==> config.mk <==
export PLATFORM = sky130hd
export DESIGN_NAME = key_debounce_fsm
export DESIGN_NICKNAME = d
export VERILOG_FILES = /design/src/rtl/key_debounce_fsm.sv
export SDC_FILE = /design/constraint.sdc
export NUM_CORES = 1
export LEC_CHECK = 0
export BUFFER_PORTS_ARGS = -buffer_cell sky130_fd_sc_hd__buf_4
export CORE_AREA = 8 8 55 57
export CTS_CLUSTER_DIAMETER = 100
export DETAILED_ROUTE_END_ITERATION = 7
export DIE_AREA = 0 0 63 65
export PLACE_DENSITY_LB_ADDON = 0.3
export SLEW_MARGIN = 20
export SYNTH_ARGS = -nofsm -noshare
export SYNTH_HDL_FRONTEND = slang
export SYNTH_SLANG_ARGS = --single-unit
==> constraint.sdc <==
create_clock -name clk -period 2.27 [get_ports clk]
set_clock_uncertainty 0.1 [all_clocks]
set_input_delay 0.454 -clock clk [delete_from_list [all_inputs] [get_ports clk]]
set_output_delay 0.454 -clock clk [all_outputs]
set_load 0.02 [all_outputs]
==> src/rtl/key_debounce_fsm.sv <==
// Debounces the keypad scanner's key_down/key_code pair into one strobe per press
// and keeps a two-deep history of accepted key codes.
module key_debounce_fsm #(
  parameter int unsigned DEBOUNCE_CYCLES = 4,
  parameter int unsigned CNT_W           = $clog2(DEBOUNCE_CYCLES + 1)
) (
  input  logic       clk,
  input  logic       rst,
  input  logic       key_down,
  input  logic [3:0] key_code,
  output logic       key_strobe,
  output logic [3:0] new_digit,
  output logic [3:0] prev_digit,
  output logic       busy
);

  typedef enum logic [1:0] {
    Idle     = 2'd0,
    PressChk = 2'd1,
    Held     = 2'd2,
    RelChk   = 2'd3
  } state_e;

  localparam logic [CNT_W-1:0] CntMax = CNT_W'(DEBOUNCE_CYCLES - 1);
  localparam logic [CNT_W-1:0] CntOne = CNT_W'(1);

  state_e           state;
  logic [CNT_W-1:0] cnt;
  logic [3:0]       cap_code;

  always_ff @(posedge clk or posedge rst) begin
    if (rst) begin
      state      <= Idle;
      cnt        <= '0;
      cap_code   <= 4'h0;
      key_strobe <= 1'b0;
      new_digit  <= 4'h0;
      prev_digit <= 4'h0;
      busy       <= 1'b0;
    end else begin
      key_strobe <= 1'b0;
      unique case (state)
        Idle: begin
          if (key_down) begin
            state    <= PressChk;
            cap_code <= key_code;
            cnt      <= CntOne;
            busy     <= 1'b1;
          end else begin
            busy <= 1'b0;
          end
        end
        PressChk: begin
          if (!key_down) begin
            state <= Idle;
            cnt   <= '0;
            busy  <= 1'b0;
          end else if (key_code != cap_code) begin
            // A mid-press code glitch restarts the window on the new code
            cap_code <= key_code;
            cnt      <= CntOne;
          end else if (cnt == CntMax) begin
            state      <= Held;
            key_strobe <= 1'b1;
            prev_digit <= new_digit;
            new_digit  <= cap_code;
          end else begin
            cnt <= cnt + 1'b1;
          end
        end
        Held: begin
          if (!key_down) begin
            state <= RelChk;
            cnt   <= CntOne;
          end
        end
        RelChk: begin
          if (key_down) begin
            state <= Held;
            cnt   <= '0;
          end else if (cnt == CntMax) begin
            state <= Idle;
            cnt   <= '0;
            busy  <= 1'b0;
          end else begin
            cnt <= cnt + 1'b1;
          end
        end
        default: begin
          state <= Idle;
          cnt   <= '0;
          busy  <= 1'b0;
        end
      endcase
    end
  end

endmodule

==> reports/results.txt <==
TNS Setup - 0 ns
Die Wd - 63 um
CTS tree - built
Main synth FF type - dfrtp_1
crit-path max FO - 10
diodes inserted - 0
Worst Max-Slew Pin Slew - 0.7321 ns
DR vias - 634
syn nets - 90
gr ovfl total - 0
Synth Warn # - 0
WP data required - 2.35 ns
number of global-route vias before repair - 667
crit path kind - reg -> reg
WL/cell - 13.42 um
Num CTS Buffers - 3
Post-CTS Resized - 0
Worst EP arrival - 2.08 ns
Hold Buf Count CTS - 0
Row Count - 17
Vias/cell - 4.915
H-tree depth - 1
Remaining DRCs - 0
fin nets - 112
Port Buf Inserts - 16
Worst-Skew Late Latency - 0.30 ns
Overall Global Routing Usage - 0.09173
Core ar. - 0.002148 sq mm
final setup fails - 0
clk buf depth - 2
Cells after Synth - 80
Worst Setup End Kind - flip-flop
outcome - completed
share of post-route cells with drive strength above 1 - 0.3366
synth-to-layout area growth - 20.05%
Die Ht - 65 um
leak pwr - 0.5849 nW
sequential area share after synthesis - 0.5114
pwr dens - 559.2 mW/mm^2
largest net degree at the start of global routing - 20
Clock Sinks - 19
synthesis-stage register bit count - 19
asr flop ratio synth - 1.000
fmax - 502.1 MHz
Min Clock Period, post-route - 1.992 ns
Mapped Area - 929.6 sq um
Place WS - 0.1024 ns
startpoint types - flip-flop
# Post-CTS Setup Buffers - 0
RSZ-0062 raised after global routing - no
first-pass iteration count of the detailed router - 4
Detailed Route WL - 1.731 mm
Root Driver - clkbuf_4
global-route wire length before repair - 3.063 mm
initial antenna violation count - 0
Ports - 17
Slew headroom - 0.5114
Peak VDD IR - 0.0004980 V
DP HPWL - 1.272 mm
Min-Delay Path Class - in -> async
Initial Utilization - 0.4327
Tcrit/Tclk final - 0.8774
hold_ws - 0.1704 ns
Clock transition at path regs - 0.11 ns
hold violation count in the final report - 0
Syn Area/Cell - 11.62 sq um
Yosys cell types - 25
# fillers - 204
RePlAce Congestion - 0.7526
EDFF count, synth - 0
full die area - 0.004095 sq mm
Max Cap Viol - 0
Final Util - 0.5195
Setup WS post-layout - 0.2784 ns
Starting DRT DRC Count - 10
Slew Viols, Final - 0
Routed Antenna Nets - 0
[placed cells by master, fill, tap and decap left out]
cell type and count:
o21ai_0 3, nand2b_1 1, o31ai_1 2, o211ai_1 1
clkbuf_4 3, inv_1 3, nor2b_1 2, dfrtp_1 19
xnor2_1 4, a31o_2 1, buf_4 20, nand2_1 16
o22a_1 1, clkinv_2 1, mux2_4 8, nand3b_1 1
a21oi_1 3, or3_1 2, a22o_1 1, or2b_1 1
nor4b_1 1, ha_1 3, nor2_1 1, and3_1 1
nand4_2 1, o21bai_1 1
[report_power, final]
group | internal, mW | switching (mW) | total, mW | leakage [nW]
registers | 0.354 | 0.0166 | 0.371 | 0.251
clock network | 0.0656 | 0.102 | 0.167 | 0.0177
logic | 0.0411 | 0.0447 | 0.0857 | 0.316
[state kept, by name (all words and copies together), names as in the netlist, named ones only]
signal,count
state,1
cap_code,4
key_strobe,1
prev_digit,4
cnt,3
new_digit,4
busy,1
[synth_stat cells (all sizes together), types with 2 or more instances]
| cell | n | area (sq um) |
|---|---|---|
| a21oi | 3 | 15.01 |
| buf | 2 | 22.52 |
| dfrtp | 19 | 475.5 |
| ha | 3 | 37.54 |
| inv | 3 | 11.26 |
| mux2 | 8 | 120.1 |
| nand2 | 16 | 60.06 |
| nor2b | 2 | 12.51 |
| o21ai | 3 | 15.01 |
| o31ai | 2 | 15.01 |
| or3 | 2 | 12.51 |
| xnor2 | 4 | 35.03 |
[critical path, stage by stage (launching register included)]
cell and delay [ns]:
dfrtp_1 0.41, xnor2_1 0.23, nand4_2 0.13, or3_1 0.63
mux2_4 0.38
[stage by stage]
step	power, mW	cells	area (sq um)
4_1_cts	0.6362	129	1116
3_5_place_dp	0.4654	125	1089
6_report	0.6241	129	1116
5_1_grt	0.6603	129	1116
2_1_floorplan	0.4320	80	929.6
3_3_place_gp	0.4633	125	1089
[layer usage]
layer	up-vias	track usage	share of wire
li1	317	-	-
met5	-	0	0
met1	297	0.1146	0.47
met2	18	0.1396	0.45
met4	0	0.01709	0.0081
met3	2	0.04639	0.076
[layout make-up]
cell class / instances / area [sq um] / area share
Clock buffer: 3 / 22.52 / 0.02018
Sequential cell: 19 / 475.5 / 0.4260
Clock inverter: 1 / 5.005 / 0.004484
Tap cell: 28 / 35.03 / 0.03139
Multi-Input combinational cell: 55 / 416.7 / 0.3733
Inverter: 3 / 11.26 / 0.01009
Timing Repair Buffer: 20 / 150.1 / 0.1345
[kinds of logic (layout without fill, tap and decap cells)]
logic type | count (synthesis) | after routing | share of synthesized area
xor+xnor | 4 | 4 | 0.03768
fa+ha+maj | 3 | 3 | 0.04038
simple gates | 27 | 27 | 0.1481
buf+inv | 6 | 27 | 0.04037
mux | 8 | 8 | 0.1292
compound gates | 13 | 13 | 0.09286
flops | 19 | 19 | 0.5114
[worst paths after layout]
path / end / slack (ns) / cells after the start / start
setup reg to reg: prev_digit[3] / 0.28 / 4 / cap_code[3]
hold reg to reg: prev_digit[1] / 0.42 / 1 / prev_digit[1]
hold / removal: cap_code[1] / 0.17 / 2 / rst
max in group asynchronous: state[0] / 1.43 / 2 / rst
setup / recovery: prev_digit[3] / 0.28 / 4 / cap_code[3]
min in group clk: cap_code[0] / 0.26 / 3 / key_code[0]
No activity file was read; power rests on OpenSTA's default activity.
